[src/rtl/smpc_periph_collector_if.sv]
// Bus between the SMPC command sequencer / CPU read mux and the peripheral
// collector. The sequencer and CPU side is the master; the collector is the slave.
//
// Request handshake: START, CONT and BREAK are single-cycle strobes.
// The collector samples them only on CE edges and only in the states that
// accept them. There is no ready signal. A strobe that is not accepted is
// dropped, so the master watches BUSY/NEXT/IRQ to see what was accepted.
// OREG_ADDR -> OREG_DO is a free-running read with one CLK of latency.
interface smpc_periph_collector_if #(
  parameter int NUM_PORTS = 2,
  parameter int PAD_BYTES = 2,
  parameter int AW        = 5
);
  logic                             START;
  logic                             CONT;
  logic                             BREAK;
  logic [NUM_PORTS-1:0]             PORT_EN;
  logic [NUM_PORTS*PAD_BYTES*8-1:0] PAD_DATA;
  logic [AW-1:0]                    OREG_ADDR;
  logic [7:0]                       OREG_DO;
  logic                             BUSY;
  logic                             PDE;
  logic                             NEXT;
  logic                             IRQ;

  modport master (
    output START, CONT, BREAK, PORT_EN, PAD_DATA, OREG_ADDR,
    input  OREG_DO, BUSY, PDE, NEXT, IRQ
  );

  modport slave (
    input  START, CONT, BREAK, PORT_EN, PAD_DATA, OREG_ADDR,
    output OREG_DO, BUSY, PDE, NEXT, IRQ
  );
endinterface

[src/rtl/smpc_periph_collector.sv]
// SMPC peripheral collector. After a START it waits WAIT_CYCLES CE cycles.
// It then snapshots the port-enable and pad data and streams them in
// Saturn INTBACK format through an OREG_DEPTH-byte page buffer. Further
// pages are requested with CONT, and BREAK abandons the transfer.
module smpc_periph_collector #(
  parameter int NUM_PORTS   = 2,
  parameter int PAD_BYTES   = 2,
  parameter int OREG_DEPTH  = 32,
  parameter int WAIT_CYCLES = 4000,
  parameter int AW          = $clog2(OREG_DEPTH)
) (
  input  logic                    CLK,
  input  logic                    RST,
  input  logic                    CE,
  smpc_periph_collector_if.slave  bus,
  output logic [2:0]              o_state
);

  localparam int PW = $clog2(NUM_PORTS + 1);   // port index, NUM_PORTS means "stream exhausted"
  localparam int SW = 5;                       // byte-in-port, up to PAD_BYTES+1
  localparam int CW = $clog2(WAIT_CYCLES + 1);
  localparam int DW = NUM_PORTS * PAD_BYTES * 8;
  localparam logic [3:0] PAD_NIBBLE = 4'(PAD_BYTES);

  typedef enum logic [2:0] {
    S_IDLE      = 3'd0,
    S_WAIT      = 3'd1,
    S_LATCH     = 3'd2,
    S_FILL      = 3'd3,
    S_PAGE_DONE = 3'd4,
    S_HOLD      = 3'd5
  } state_t;

  state_t                  r_state;
  logic [CW-1:0]           r_cnt;
  logic [PW-1:0]           r_port;
  logic [SW-1:0]           r_sub;
  logic [AW-1:0]           r_wptr;
  logic [NUM_PORTS-1:0]    r_en_snap;
  logic [DW-1:0]           r_data_snap;
  logic [OREG_DEPTH*8-1:0] r_oreg;
  logic [7:0]              r_do;
  logic                    r_busy;
  logic                    r_pde;
  logic                    r_next;
  logic                    r_irq;

  logic                    w_done;
  logic                    w_port_conn;
  logic [7:0]              w_data_byte;
  logic [7:0]              w_byte;
  logic [PW-1:0]           w_port_nxt;
  logic [SW-1:0]           w_sub_nxt;
  logic                    w_more;

  // Stream byte at the (port, byte-in-port) pointer, and the pointer that follows it.
  // Byte 0 of a port is the F1/F0 header and byte 1 is the size. Data bytes start at 2.
  always_comb begin
    w_done      = (r_port == PW'(NUM_PORTS));
    w_port_conn = 1'b0;
    w_data_byte = 8'h00;
    for (int p = 0; p < NUM_PORTS; p++) begin
      if (r_port == PW'(p)) begin
        w_port_conn = r_en_snap[p];
        for (int j = 0; j < PAD_BYTES; j++) begin
          if (r_sub == SW'(j + 2)) begin
            w_data_byte = r_data_snap[(p*PAD_BYTES + j)*8 +: 8];
          end
        end
      end
    end

    if (w_done) begin
      w_byte = 8'h00;
    end else if (!w_port_conn) begin
      w_byte = 8'hF0;
    end else if (r_sub == SW'(0)) begin
      w_byte = 8'hF1;
    end else if (r_sub == SW'(1)) begin
      w_byte = {4'h0, PAD_NIBBLE};
    end else begin
      w_byte = w_data_byte;
    end

    w_port_nxt = r_port;
    w_sub_nxt  = r_sub;
    if (!w_done) begin
      if (!w_port_conn || (r_sub == SW'(PAD_BYTES + 1))) begin
        w_port_nxt = r_port + PW'(1);
        w_sub_nxt  = '0;
      end else begin
        w_sub_nxt  = r_sub + SW'(1);
      end
    end
    w_more = (w_port_nxt != PW'(NUM_PORTS));
  end

  // Control FSM. Every output is registered and only advances on CE.
  // Reset overrides CE.
  always_ff @(posedge CLK) begin
    if (RST) begin
      r_state     <= S_IDLE;
      r_cnt       <= '0;
      r_port      <= '0;
      r_sub       <= '0;
      r_wptr      <= '0;
      r_en_snap   <= '0;
      r_data_snap <= '0;
      r_oreg      <= '0;
      r_busy      <= 1'b0;
      r_pde       <= 1'b0;
      r_next      <= 1'b0;
      r_irq       <= 1'b0;
    end else if (CE) begin
      r_irq <= 1'b0;
      case (r_state)
        S_IDLE: begin
          if (bus.START) begin
            r_state <= S_WAIT;
            r_cnt   <= CW'(WAIT_CYCLES - 1);
            r_busy  <= 1'b1;
          end
        end
        S_WAIT: begin
          if (bus.BREAK) begin
            r_state <= S_IDLE;
            r_busy  <= 1'b0;
            r_pde   <= 1'b0;
          end else if (r_cnt == '0) begin
            r_state <= S_LATCH;
          end else begin
            r_cnt <= r_cnt - CW'(1);
          end
        end
        S_LATCH: begin
          r_en_snap   <= bus.PORT_EN;
          r_data_snap <= bus.PAD_DATA;
          r_port      <= '0;
          r_sub       <= '0;
          r_wptr      <= '0;
          r_state     <= S_FILL;
        end
        S_FILL: begin
          r_oreg[{r_wptr, 3'b000} +: 8] <= w_byte;
          r_port <= w_port_nxt;
          r_sub  <= w_sub_nxt;
          r_wptr <= r_wptr + AW'(1);
          if (r_wptr == AW'(OREG_DEPTH - 1)) begin
            r_state <= S_PAGE_DONE;
            r_irq   <= 1'b1;
            r_pde   <= w_more;
          end
        end
        S_PAGE_DONE: begin
          if (r_pde) begin
            r_state <= S_HOLD;
            r_next  <= 1'b1;
          end else begin
            r_state <= S_IDLE;
            r_busy  <= 1'b0;
          end
        end
        S_HOLD: begin
          // BREAK has priority over CONT.
          if (bus.BREAK) begin
            r_state <= S_IDLE;
            r_busy  <= 1'b0;
            r_pde   <= 1'b0;
            r_next  <= 1'b0;
          end else if (bus.CONT) begin
            r_state <= S_FILL;
            r_wptr  <= '0;
            r_next  <= 1'b0;
          end
        end
        default: begin
          r_state <= S_IDLE;
          r_busy  <= 1'b0;
          r_pde   <= 1'b0;
          r_next  <= 1'b0;
        end
      endcase
    end
  end

  // CPU read port. It runs every CLK and ignores CE.
  always_ff @(posedge CLK) begin
    if (RST) begin
      r_do <= 8'h00;
    end else begin
      r_do <= r_oreg[{bus.OREG_ADDR, 3'b000} +: 8];
    end
  end

  assign bus.OREG_DO = r_do;
  assign bus.BUSY    = r_busy;
  assign bus.PDE     = r_pde;
  assign bus.NEXT    = r_next;
  assign bus.IRQ     = r_irq;
  assign o_state     = r_state;

endmodule

[src/flat_wrapper.sv]
// flat-port wrapper written by rule: the top's interface ports become plain ports
module smpc_periph_collector_flat 
#(
  parameter int NUM_PORTS   = 2,
  parameter int PAD_BYTES   = 2,
  parameter int OREG_DEPTH  = 32,
  parameter int WAIT_CYCLES = 4000,
  parameter int AW          = $clog2(OREG_DEPTH)
)
  (CLK, RST, CE, o_state, bus_START, bus_CONT, bus_BREAK, bus_PORT_EN, bus_PAD_DATA, bus_OREG_ADDR, bus_OREG_DO, bus_BUSY, bus_PDE, bus_NEXT, bus_IRQ);
  smpc_periph_collector_if #(.NUM_PORTS(NUM_PORTS), .PAD_BYTES(PAD_BYTES), .AW(AW)) bus_i ();
  input  logic CLK;
  input  logic RST;
  input  logic CE;
  output logic [2:0] o_state;
  input wire logic [$bits(bus_i.START)-1:0] bus_START;
  input wire logic [$bits(bus_i.CONT)-1:0] bus_CONT;
  input wire logic [$bits(bus_i.BREAK)-1:0] bus_BREAK;
  input wire logic [$bits(bus_i.PORT_EN)-1:0] bus_PORT_EN;
  input wire logic [$bits(bus_i.PAD_DATA)-1:0] bus_PAD_DATA;
  input wire logic [$bits(bus_i.OREG_ADDR)-1:0] bus_OREG_ADDR;
  output wire logic [$bits(bus_i.OREG_DO)-1:0] bus_OREG_DO;
  output wire logic [$bits(bus_i.BUSY)-1:0] bus_BUSY;
  output wire logic [$bits(bus_i.PDE)-1:0] bus_PDE;
  output wire logic [$bits(bus_i.NEXT)-1:0] bus_NEXT;
  output wire logic [$bits(bus_i.IRQ)-1:0] bus_IRQ;
  assign bus_i.START = bus_START;
  assign bus_i.CONT = bus_CONT;
  assign bus_i.BREAK = bus_BREAK;
  assign bus_i.PORT_EN = bus_PORT_EN;
  assign bus_i.PAD_DATA = bus_PAD_DATA;
  assign bus_i.OREG_ADDR = bus_OREG_ADDR;
  assign bus_OREG_DO = bus_i.OREG_DO;
  assign bus_BUSY = bus_i.BUSY;
  assign bus_PDE = bus_i.PDE;
  assign bus_NEXT = bus_i.NEXT;
  assign bus_IRQ = bus_i.IRQ;
  smpc_periph_collector #(.NUM_PORTS(NUM_PORTS), .PAD_BYTES(PAD_BYTES), .OREG_DEPTH(OREG_DEPTH), .WAIT_CYCLES(WAIT_CYCLES), .AW(AW)) u_core (.CLK(CLK), .RST(RST), .CE(CE), .bus(bus_i), .o_state(o_state));
endmodule
[config.mk]
export PLATFORM = sky130hd
export DESIGN_NAME = smpc_periph_collector_flat
export DESIGN_NICKNAME = d
export VERILOG_FILES = /design/src/rtl/smpc_periph_collector_if.sv /design/src/rtl/smpc_periph_collector.sv /design/src/flat_wrapper.sv
export SDC_FILE = /design/constraint.sdc
export NUM_CORES = 1
export LEC_CHECK = 0
export BUFFER_PORTS_ARGS = -buffer_cell sky130_fd_sc_hd__buf_2
export CAP_MARGIN = 30
export CORE_AREA = 2 2 165 167
export DETAILED_ROUTE_END_ITERATION = 7
export DIE_AREA = 0 0 167 169
export PLACE_DENSITY = 0.76
export SYNTH_ARGS = -nofsm -noshare
export SYNTH_HDL_FRONTEND = slang
export SYNTH_SLANG_ARGS = --single-unit
[constraint.sdc]
create_clock -name CLK -period 2.4 [get_ports CLK]
set_clock_uncertainty 0.1 [all_clocks]
set_input_delay 0.12 -clock CLK [delete_from_list [all_inputs] [get_ports CLK]]
set_output_delay 0.12 -clock CLK [all_outputs]
set_load 0.005 [all_outputs]
# After elaboration in Yosys (flattened, before gate mapping)
# Index checks and enable logic that the tools add are counted.
[word_totals]
regBits = 329
word_cells = 117
out_inout_bits = 15
inputBits = 45
[op_classes]
n_reduce_logical = 23
n_addsub = 5
n_eq_ne = 24
shifts = 3
mux = 46
n_bitwise = 3
[op_table]
columns = ["op", "n"]
rows = [
  ["256-bit bitwise mux", 1],
  ["8-bit by 10-bit variable shift with 256-bit output, first input constant", 1],
  ["256-bit by 9-bit variable part select with 8-bit output", 1],
  ["8-bit by 10-bit variable part select with 256-bit output", 1],
  ["8-bit two-way mux", 10],
  ["12-bit two-way mux", 3],
  ["12-bit case mux with 2 select lines", 1],
  ["3-bit two-way mux", 7],
  ["5-bit two-way mux", 4],
  ["3-bit case mux with 6 select lines", 1],
  ["2-bit != test, second input constant", 8],
  ["5-bit case mux with 3 select lines", 1],
  ["5-bit AND reduction", 3],
  ["12-bit zero test", 1],
  ["4-bit AND reduction", 3],
  ["12-bit by 1-bit subtractor with 12-bit output, second input constant", 1],
  ["1-bit two-way mux", 11],
  ["5-bit by 1-bit adder with 5-bit output, second input constant", 2],
  ["5-bit by 2-bit == test with 1-bit output, second input constant", 2],
  ["8-bit negation with 10-bit output", 1],
  ["5-bit case mux with 2 select lines", 1],
  ["3-bit by 2-bit == test with 1-bit output, second input constant", 2],
  ["3-bit == test, second input constant", 2],
  ["2-bit by 1-bit != test with 1-bit output, second input constant", 3],
  ["other kinds (25)", 33],
]

# Depth between registers and ports, before layout
# Gate-level depths: netlist of the first run.
[depth]
word_depth = 13
mapped_depth = 10
depth_no_buf = 8

# Least setup slack after synthesis of the first run
# OpenSTA, ideal clock, no wires.
[synth_timing]
kind = "register to register"
from = "register u_core.r_wptr[0]"
to = "register u_core.r_oreg[2]"
stages_incl_launch_ff = 10
t_arrival_ps = 2327
slack_ps = -155
required_time_ps = 2172
period_less_slack_ps = 2555
setup_ps = 128
n_path_buf = 3
cell_sequence = "dfxtp_1 > buf_2 > inv_1 > ha_1 > buf_2 > or4b_2 > and4bb_2 > buf_4 > mux2i_1 > nor2_1"
[synth_between]
elab_chain_len = 3
word_cells_on_any_way = 4
cone_classes = "add/sub: 1; shift: 2; mux: 1"
[synth_lines]
columns = ["item", "line", "source"]
rows = [
  ["start, declared", "smpc_periph_collector.sv:38", "logic [AW-1:0] r_wptr;"],
  ["start signal, assigned", "smpc_periph_collector.sv:147", "r_wptr <= r_wptr + AW'(1);"],
  ["8-bit negation with 10-bit output *", "smpc_periph_collector.sv:144", "r_oreg[{r_wptr, 3'b000} +: 8] <= w_byte;"],
  ["8-bit by 10-bit variable part select with 256-bit output or 8-bit by 10-bit variable shift with 256-bit output (tied branches)", "smpc_periph_collector.sv:144", ""],
  ["256-bit bitwise mux *", "smpc_periph_collector.sv:144", ""],
  ["end signal, assigned by index", "smpc_periph_collector.sv:144", ""],
  ["end, declared", "smpc_periph_collector.sv:41", "logic [OREG_DEPTH*8-1:0] r_oreg;"],
]
# Mark *: on every way between the ends. The rest lies on a longest branch, timed or not.
# A chain may end at the register's enable or synchronous reset.

# Final worst setup path of the first run
[layout_timing]
from = "register u_core.r_port[0]"
to = "register u_core.r_oreg[203]"
[layout_between]
elab_chain_len = 11
word_cells_on_any_way = 15
cone_classes = "eq/ne: 2; shift: 1; mux: 11; reduce/logical: 1"
[layout_lines]
columns = ["item", "line", "source"]
rows = [
  ["start, declared", "smpc_periph_collector.sv:36", "logic [PW-1:0] r_port;"],
  ["start signal, assigned", "smpc_periph_collector.sv:145", "r_port <= w_port_nxt;"],
  ["2-bit zero test", "smpc_periph_collector.sv:63", "if (r_port == PW'(p)) begin"],
  ["8-bit two-way mux", "smpc_periph_collector.sv:63", ""],
  ["8-bit two-way mux (2 in series)", "smpc_periph_collector.sv:66", "if (r_sub == SW'(j + 2)) begin"],
  ["8-bit two-way mux", "smpc_periph_collector.sv:63", ""],
  ["8-bit two-way mux", "smpc_periph_collector.sv:79", "end else if (r_sub == SW'(1)) begin"],
  ["8-bit two-way mux", "smpc_periph_collector.sv:77", "end else if (r_sub == SW'(0)) begin"],
  ["8-bit two-way mux", "smpc_periph_collector.sv:75", "end else if (!w_port_conn) begin"],
  ["8-bit two-way mux *", "smpc_periph_collector.sv:73", "if (w_done) begin"],
  ["8-bit by 10-bit variable part select with 256-bit output *", "smpc_periph_collector.sv:144", ""],
  ["256-bit bitwise mux *", "smpc_periph_collector.sv:144", ""],
]
# Marked as above.

==> out/qor.csv, run 1 <==
metric,value,unit
outcome,"finished, violations left",
failed_checks,setup timing,
r2r_slack,-0.04,ns
ys_seq_area_share,44.9,%
yosysUniqueCellTypes,94,
criticalPathCategory,flip-flop to flip-flop,
overflow,0,
synth_enable_flop_cells,0,
die_x,167,um
cts_inserted_buffers,35,
vias_per_cell,6.45,
syn2layout_area_growth,26.5,%
hp-start,bus_OREG_ADDR[3],
htreeDepth,2,
path_cells,inv_4 -> ha_4 -> nor4_4 -> buf_4 -> o211ai_1 -> buf_4 -> a2111oi_4 -> buf_4 -> buf_12 -> clkinvlp_4 -> o2bb2ai_2,
wl_per_cell,22.5,um
clock_latency,0.52,ns
synth-async-reset-ratio,0,%
path_clk_slew,0.06,ns
timing.critical_path.to_type,flip-flop,
power_density,607,mW/mm^2
topRoutingLayerUsed,met4,
drive_gt1_share,27.8,%
fin_crit_sh,102,%
setup_ws,-0.0447,ns
wirelength,45600,um
die_area,0.0282,sq mm
grt_start_max_net_pins,83,
cts_tree,built,
synthCells,1447,
place_area,0.0163,sq mm
setup_viol_count_final,13,
relSlewSlack,56.3,%
start_util,55.4,%
hold_path_depth,4,
worstHoldPathType,primary input to flip-flop,
netlist_area,0.0147,sq mm
clockPowerShare,45.5,%
synth_warnings,0,
postLayoutCellArea,0.0186,sq mm
dr_wl_met3,3810,um
min_period,2.44,ns
track_usage,29.9,%
nets,1716,
ys_seq_elements,329,
power.switching,2.62,mW
drt-met1-wl,17700,um
rr_startpoint,u_core.r_port[0],
max_freq,409,MHz
dr_wl_met2,21900,um
swShare,23.3,%
worstPathArrival,2.80,ns
crit_top_cell,buf_4,
pwr-share-seq,48.9,%
path_max_fanout,6,
syn_area_per_cell,10.1,sq um
synth_top_flop_cell,dfxtp_1,
tns,-0.346,ns
first_pass_iters,6,
dp_hpwl,27800,um
worst_setup_path_start_kind,flip-flop,
leakagePower,6.76,nW
crit_family,buffers and inverters,
cts_root_buf,clkbuf_16,
worst_slew_pin_slew,0.654,ns
diodes,0,
final_hold_viol_count,0,
row_count,60,
dp.cells,1884,
slowest_delay,0.37,ns
grt_pass1_wl,68200,um
die_h,169,um
cts_buffer_depth,3,
antenna_found_initial,0,
route.vias.total,13000,
cts.sinks,329,
ant_nets,0,
slowest_stage,dfxtp_4,
syn_nets,1506,
whs_endpoint,u_core.bus.OREG_DO[7],
io_pins,60,
max_cap_viol_count,0,
p_int,8.64,mW
drt_iter0_drc,1353,
layoutNonFillerInstCount,2024,
core,0.0265,sq mm
p_comb_share,5.6,%
fin_util,70.1,%
drc_errors,0,
grt_pass1_vias,12500,
critPathBufInv,6,
slew_violations,0,
worst_r2r_path_depth,11,
r2r-end,u_core.r_oreg[203],
portBuffers,59,
ir_drop,745,uV
cp.required,2.75,ns
routabilityCongestion,0.909,
total_power,11.3,mW
fill_cells,1807,
rsz0062_at_grt,yes,
[synth_stat cells, types with 17 or more instances]
cell         n  area share [%]
dfxtp_1    329              45
nand2_1    200             5.1
o2bb2ai_1   94             5.6
a21oi_1     92             3.1
o21ai_0     86             2.9
nor2_1      65             1.7
mux4_2      64             9.8
mux2i_1     48             3.3
clkbuf_1    41             1.0
buf_2       38             1.3
nand3_1     32             1.1
nor3_1      21            0.72
a211oi_1    20             1.0
inv_1       19            0.49
a22oi_1     17            0.87
[per-layer routing]
layer	global-route usage (%)	up-vias
met5	0	-
met4	10.8	0
met3	4.77	155
met2	51.5	688
met1	38.2	6357
li1	-	5845
[layout by cell type (no fill, tap or decap), types with 7 or more instances in the layout]
master,netlist,final
mux2i_1,48,47
a211o_1,10,9
o22ai_1,8,8
buf_4,6,137
a31oi_2,12,7
a211oi_1,20,18
clkbuf_1,41,12
ha_1,14,9
mux4_2,64,64
buf_2,38,57
or3_1,7,7
o21ai_0,86,80
a21oi_1,92,90
nor2b_1,11,11
a22o_1,15,15
buf_6,3,7
nand2_1,200,199
buf_12,0,24
a21oi_2,11,8
nand3_1,32,30
nand2b_1,7,7
clkbuf_16,0,41
dfxtp_1,329,322
inv_1,19,14
o21ai_1,2,7
o31ai_1,9,8
nor3_1,21,16
dlygate4sd3_1,0,40
a22oi_1,17,17
nor2_1,65,61
a31oi_1,11,11
o2bb2ai_1,94,91
nand4_1,7,7
[cells by family (layout without fill, tap and decap cells)]
logic type / count (synthesis) / after routing / share of synthesized area [%]
flip-flops: 329 / 329 / 44.9
multiplexers: 115 / 115 / 13.3
buffers and inverters: 119 / 355 / 3.67
AO/OA/AOI/OAI: 455 / 455 / 23.2
adder cells (fa/ha/maj): 14 / 14 / 1.19
XOR/XNOR: 14 / 14 / 0.886
AND/OR/NAND/NOR: 401 / 401 / 12.8
[power groups by stage]
stage,combinational [mW],clock [mW],sequential (mW)
final,0.630,5.12,5.51
after global routing,0.670,5.37,5.51
after CTS,0.603,5.14,5.51
after detailed placement,0.549,0,5.63
after global placement,0.540,0,5.63
after floorplan,0.343,0,5.63
[flip-flops by register name (all words and copies together) (netlist names)]
name / flops
u_core.r_port: 2
u_core.r_cnt: 12
u_core.bus.OREG_DO: 8
u_core.r_en_snap: 2
u_core.bus.BUSY: 1
u_core.r_oreg: 256
u_core.r_sub: 5
u_core.bus.PDE: 1
u_core.r_data_snap: 32
u_core.bus.NEXT: 1
u_core.o_state: 3
u_core.bus.IRQ: 1
u_core.r_wptr: 5
[worst max path at each step]
| stage | start | end | slack [ns] | cells past startpoint |
|---|---|---|---|---|
| finish | u_core.r_port[0] | u_core.r_oreg[203] | -0.04 | 11 |
| global route | u_core.r_port[0] | u_core.r_oreg[19] | -0.10 | 11 |
| CTS | u_core.r_wptr[1] | u_core.r_oreg[135] | -0.003 | 12 |
| detailed placement | u_core.r_wptr[1] | u_core.r_oreg[32] | -0.17 | 9 |
| global placement | u_core.r_wptr[0] | u_core.r_oreg[32] | -0.09 | 9 |
| floorplan | u_core.r_wptr[1] | u_core.r_oreg[160] | 0.08 | 8 |
[what timing repair did]
action | in CTS | in global routing
hold buffers | 40 | 0
setup endpoints to repair | 68 | 208
pin swaps | 3 | 23
setup buffers | 3 | 28
gates resized for setup | 16 | 70
hold endpoints to repair | 56 | 0
cloned | 1 | 6
[stage by stage]
step	hold WS [ns]	setup WS, ns
floorplan	0.156	0.0815
global placement	0.260	-0.0949
detailed placement	0.268	-0.167
CTS	0.186	-0.00265
global route	0.262	-0.100
finish	0.215	-0.0447
[area by class of cell]
class | instances | area [sq um] | area share, %
timing repair buffer | 273 | 2460 | 13.3
tap | 341 | 427 | 2.30
clock inverter | 12 | 91.3 | 0.492
clock buffer | 51 | 987 | 5.32
sequential | 329 | 6600 | 35.5
multi-input combinational | 999 | 7930 | 42.7
inverter | 19 | 77.6 | 0.418
[worst register-to-register path, stage by stage, from the launching register on]
cell and delay (ns):
dfxtp_4 0.37, inv_4 0.05, ha_4 0.17, nor4_4 0.21, buf_4 0.16, o211ai_1 0.13, buf_4 0.18, a2111oi_4 0.26
buf_4 0.20, buf_12 0.14, clkinvlp_4 0.21, o2bb2ai_2 0.19
(Power assumes the default switching activity.)
==> run 2: changes to the inputs <==
Settings changed: CORE_AREA 2 2 165 167 to 2 2 157 159, DIE_AREA 0 0 167 169 to 0 0 159 161, PLACE_DENSITY 0.76 to 0.89.
Clock period 2.4 ns to 2.6 ns, I/O delays scaled along.
==> out/qor.csv, run 2 (same netlist as run 1, synthesis figures left out) <==
metric,value,unit
rsz0062_at_grt,yes,
slew_violations,0,
hp-start,bus_OREG_ADDR[2],
min_period,2.81,ns
cts_tree,built,
core,0.0240,sq mm
antenna_found_initial,0,
route.vias.total,13700,
top_regs,"u_core.r_oreg: 256 flops, u_core.r_data_snap: 32 flops, u_core.r_cnt: 12 flops",
max_freq,356,MHz
whs_endpoint,u_core.bus.OREG_DO[7],
path_clk_slew,0.06,ns
start_util,61.3,%
clock_latency,0.52,ns
largest_register_ffs,256,
relSlewSlack,26.4,%
max_cap_viol_count,0,
wirelength,47700,um
worst_setup_path_start_kind,flip-flop,
grt_pass1_vias,13500,
power_density,621,mW/mm^2
worst_r2r_path_depth,8,
cts_inserted_buffers,34,
diodes,0,
nets,1640,
cp.required,2.87,ns
failed_checks,"DRC, setup timing",
layoutNonFillerInstCount,1931,
cts_buffer_depth,3,
cts_root_buf,clkbuf_16,
grt_pass1_wl,73000,um
path_max_fanout,12,
total_power,11.0,mW
leakagePower,6.38,nW
row_count,57,
ir_drop,633,uV
r2r_slack,-0.21,ns
outcome,"finished, violations left",
die_h,161,um
final_cell_mix,"dfxtp_1 (327), nand2_1 (194), o2bb2ai_1 (94)",
io_pins,60,
final_hold_viol_count,0,
drive_gt1_share,23.4,%
setup_viol_count_final,42,
criticalPathCategory,flip-flop to flip-flop,
drc_errors,11,
worstPathArrival,3.08,ns
die_x,159,um
hold_path_depth,4,
ant_nets,0,
vias_per_cell,7.07,
routabilityCongestion,0.953,
timing.critical_path.to_type,flip-flop,
drt_iter0_drc,1726,
dp.cells,1821,
dp_hpwl,27800,um
cts.sinks,329,
die_area,0.0256,sq mm
worst_slew_pin_slew,1.10,ns
setup_ws,-0.206,ns
top_register,u_core.r_oreg,
first_pass_iters,8,
rr_startpoint,u_core.r_wptr[0],
portBuffers,59,
wl_per_cell,24.7,um
worstHoldPathType,primary input to flip-flop,
syn2layout_area_growth,20.5,%
grt_start_max_net_pins,74,
htreeDepth,2,
final_common_cell,dfxtp_1,
fin_crit_sh,108,%
r2r-end,u_core.r_oreg[225],
place_ws,-0.0744,ns
overflow,0,
track_usage,35.7,%
run 2: changes by cell type in the layout (fill, tap and decap cells not counted), moves of 6 or more:
cell       before  now
buf_4         137   84
buf_12         24   14
clkbuf_1       12    3
buf_6           7    1
clkbuf_16      41   35
clkbuf_8        3    9
o21ai_0        80   86
run 2: power breakdown:
part           switching [mW]  total [mW]  internal [mW]
logic                   0.338       0.570          0.232
registers              0.0219        5.09           5.07
clock network            2.12        5.33           3.21
run 2: worst max path at each step:
| stage | startpoint | end | slack, ns | depth (start not counted) |
|---|---|---|---|---|
| after global placement | u_core.r_port[0] | u_core.r_oreg[123] | -0.007 | 8 |
| after floorplan | u_core.r_wptr[0] | u_core.r_oreg[2] | 0.05 | 9 |
| after global routing | u_core.r_wptr[0] | u_core.r_oreg[103] | -0.25 | 8 |
| after detailed placement | u_core.r_port[0] | u_core.r_oreg[187] | -0.07 | 8 |
| final | u_core.r_wptr[0] | u_core.r_oreg[225] | -0.21 | 8 |
| after CTS | u_core.r_wptr[0] | u_core.r_oreg[225] | -0.08 | 6 |
run 2: critical path: stages, from the launching register on:
cell and delay (ns):
dfxtp_1 0.39, inv_1 0.08, ha_1 0.22, buf_4 0.18, inv_1 0.09, o211ai_1 0.22, a211oi_2 0.96, mux2i_1 0.34
nor2_1 0.08
run 2: stage by stage:
step / area [sq um] / setup TNS, ns / utilization (%) / hold WS [ns]
2_1_floorplan: 14700 / 0 / - / 0.166
3_3_place_gp: 15800 / -0.0153 / 66.0 / 0.271
3_5_place_dp: 15800 / -0.565 / 66.0 / 0.277
4_1_cts: 17500 / -0.709 / 73.0 / -0.127
5_1_grt: 17700 / -6.73 / 73.8 / 0.235
6_report: 17700 / -2.86 / 73.8 / 0.230
run 2: area by class of cell:
type                            count  area (sq um)
Clock buffer                       46           997
Clock inverter                     16           234
Fill cell                        1466          6270
Inverter                           19          71.3
Multi-Input combinational cell    999          7760
Sequential cell                   329          6590
Tap cell                          324           405
Timing Repair Buffer              198          1640
run 2: metal layers:
metal / global-route usage (%) / vias to the layer above / share of wire [%]
met5: 0 / - / 0
met4: 21.2 / 0 / 7.5
met3: 8.86 / 351 / 12
met2: 57.8 / 1156 / 46
met1: 43.4 / 6454 / 35
li1: - / 5696 / -
run 2: what timing repair did:
| action | in CTS | in global routing |
|---|---|---|
| pin swaps | 0 | 2 |
| hold buffers | 39 | 1 |
| gates resized for setup | 6 | 30 |
| hold endpoints to repair | 55 | 7 |
| setup buffers | 3 | 4 |
| setup endpoints to repair | 49 | 201 |
==> run 3: changes to the inputs <==
Settings changed: CELL_PAD_IN_SITES_DETAIL_PLACEMENT set to 2, CELL_PAD_IN_SITES_GLOBAL_PLACEMENT set to 2, CORE_AREA 2 2 157 159 to 2 2 193 195, DIE_AREA 0 0 159 161 to 0 0 195 197, RECOVER_POWER set to 25.
Clock period 2.6 ns to 2.7 ns, I/O delays scaled along.
==> out/qor.csv, run 3 (same netlist as run 1, synthesis figures left out) <==
metric,value,unit
grt_start_max_net_pins,51,
p_int,8.24,mW
failed_checks,setup timing,
portBuffers,59,
r2r-end,u_core.r_oreg[187],
routabilityCongestion,0.862,
dp.cells,1972,
die_h,197,um
wirelength,88900,um
clock_latency,0.63,ns
hold_path_depth,4,
path_max_fanout,10,
drc_errors,0,
fin_util,51.1,%
track_usage,42.2,%
nets,1672,
die_area,0.0384,sq mm
overflow,0,
core,0.0363,sq mm
criticalPathCategory,flip-flop to flip-flop,
worstHoldPathType,primary input to flip-flop,
dp_hpwl,41200,um
path_clk_slew,0.08,ns
vias_per_cell,7.40,
power.switching,3.02,mW
total_power,11.3,mW
worst_setup_path_start_kind,flip-flop,
min_period,3.58,ns
leakagePower,6.61,nW
worstPathArrival,4.00,ns
grt_pass1_vias,16400,
route.vias.total,15600,
top_regs,"u_core.r_oreg: 256 flops, u_core.r_data_snap: 32 flops, u_core.r_cnt: 12 flops",
first_pass_iters,6,
max_freq,279,MHz
setup_ws,-0.882,ns
htreeDepth,2,
whs_endpoint,u_core.bus.OREG_DO[3],
clockPowerShare,50.3,%
cts_buffer_depth,3,
final_common_cell,dfxtp_1,
timing.critical_path.to_type,flip-flop,
swShare,26.8,%
hp-start,bus_OREG_ADDR[3],
io_pins,60,
cts_root_buf,clkbuf_16,
grt_pass1_wl,118000,um
worst_slew_pin_slew,1.41,ns
setup_viol_count_final,90,
slew_violations,0,
r2r_slack,-0.88,ns
p_comb_share,6.1,%
drt_iter0_drc,2119,
layoutNonFillerInstCount,2108,
fin_crit_sh,133,%
outcome,"finished, violations left",
final_hold_viol_count,0,
largest_register_ffs,256,
die_x,195,um
antenna_found_initial,8,
final_cell_mix,"dfxtp_1 (325), nand2_1 (184), buf_4 (103)",
rr_startpoint,u_core.o_state[1],
worst_r2r_path_depth,8,
cts.sinks,329,
ant_nets,0,
drive_gt1_share,27.0,%
syn2layout_area_growth,26.1,%
cp.required,3.12,ns
rsz0062_at_grt,yes,
power_density,608,mW/mm^2
cts_inserted_buffers,37,
cts_tree,built,
row_count,70,
top_register,u_core.r_oreg,
max_cap_viol_count,0,
start_util,40.5,%
relSlewSlack,5.07,%
wl_per_cell,42.2,um
ir_drop,657,uV
fill_cells,3584,
pwr-share-seq,43.6,%
run 3: cell types whose count changed in the layout (fill, tap and decap cells not counted), sizes merged, moves of 3 or more:
cell	before	now
buf	157	176
clkbuf	47	58
clkinv	10	7
clkinvlp	1	4
run 3: power groups by stage:
stage | logic (mW) | clock network (mW) | registers [mW]
global placement | 0.500 | 0 | 5.01
detailed placement | 0.528 | 0 | 5.01
global route | 0.694 | 5.83 | 4.91
floorplan | 0.305 | 0 | 5.01
finish | 0.687 | 5.67 | 4.91
CTS | 0.604 | 5.49 | 4.91
run 3: worst max-delay path by stage:
stage,from,end,slack (ns),cells past startpoint
finish,u_core.o_state[1],u_core.r_oreg[187],-0.88,8
detailed placement,u_core.r_sub[0],u_core.r_oreg[151],-0.32,6
CTS,u_core.r_wptr[1],u_core.r_oreg[13],-0.008,9
floorplan,u_core.r_wptr[0],u_core.r_oreg[2],0.15,9
global route,u_core.o_state[1],u_core.r_oreg[187],-0.79,8
global placement,u_core.r_sub[0],u_core.r_oreg[182],-0.03,6
run 3: timing repair:
item	4_1_cts	5_1_grt
pin swaps	9	11
gates resized for setup	39	82
setup endpoints to repair	168	250
gates cloned	2	1
hold buffers	40	0
setup buffers	17	10
hold endpoints to repair	59	0
run 3: metal layers:
layer / vias up / GRT usage, % / wire length, um
met5: - / 0.383 / 214
met4: 14 / 34.5 / 9750
met3: 700 / 13.1 / 9660
met2: 1495 / 70.0 / 39700
met1: 7645 / 44.3 / 29600
li1: 5752 / - / -
run 3: worst max-delay path: stages (launching register included):
cell,delay (ns)
dfxtp_1,0.37
and4b_2,0.56
buf_4,0.27
o211ai_4,0.11
buf_12,0.18
buf_4,0.14
nor3_2,0.69
nand3_1,0.66
a21oi_1,0.41
run 3: final cells by class:
| type | instances | area (sq um) | share of cell area (%) |
|---|---|---|---|
| Antenna cell | 1 | 2.50 | 0.0135 |
| Clock buffer | 50 | 1050 | 5.65 |
| Clock inverter | 15 | 216 | 1.17 |
| Inverter | 19 | 75.1 | 0.405 |
| Multi-Input combinational cell | 1001 | 8090 | 43.7 |
| Sequential cell | 329 | 6600 | 35.6 |
| Tap cell | 468 | 586 | 3.16 |
| Timing Repair Buffer | 225 | 1910 | 10.3 |
run 3: through the flow:
step / hold WS, ns / instance area (sq um) / TNS [ns] / setup slack (ns)
floorplan: 0.171 / 14700 / 0 / 0.145
global placement: 0.277 / 16000 / -0.249 / -0.0346
detailed placement: 0.286 / 16000 / -10.64 / -0.325
CTS: 0.105 / 18100 / -0.0120 / -0.00819
global route: 0.0721 / 18500 / -9.47 / -0.792
finish: 0.0412 / 18500 / -12.84 / -0.882
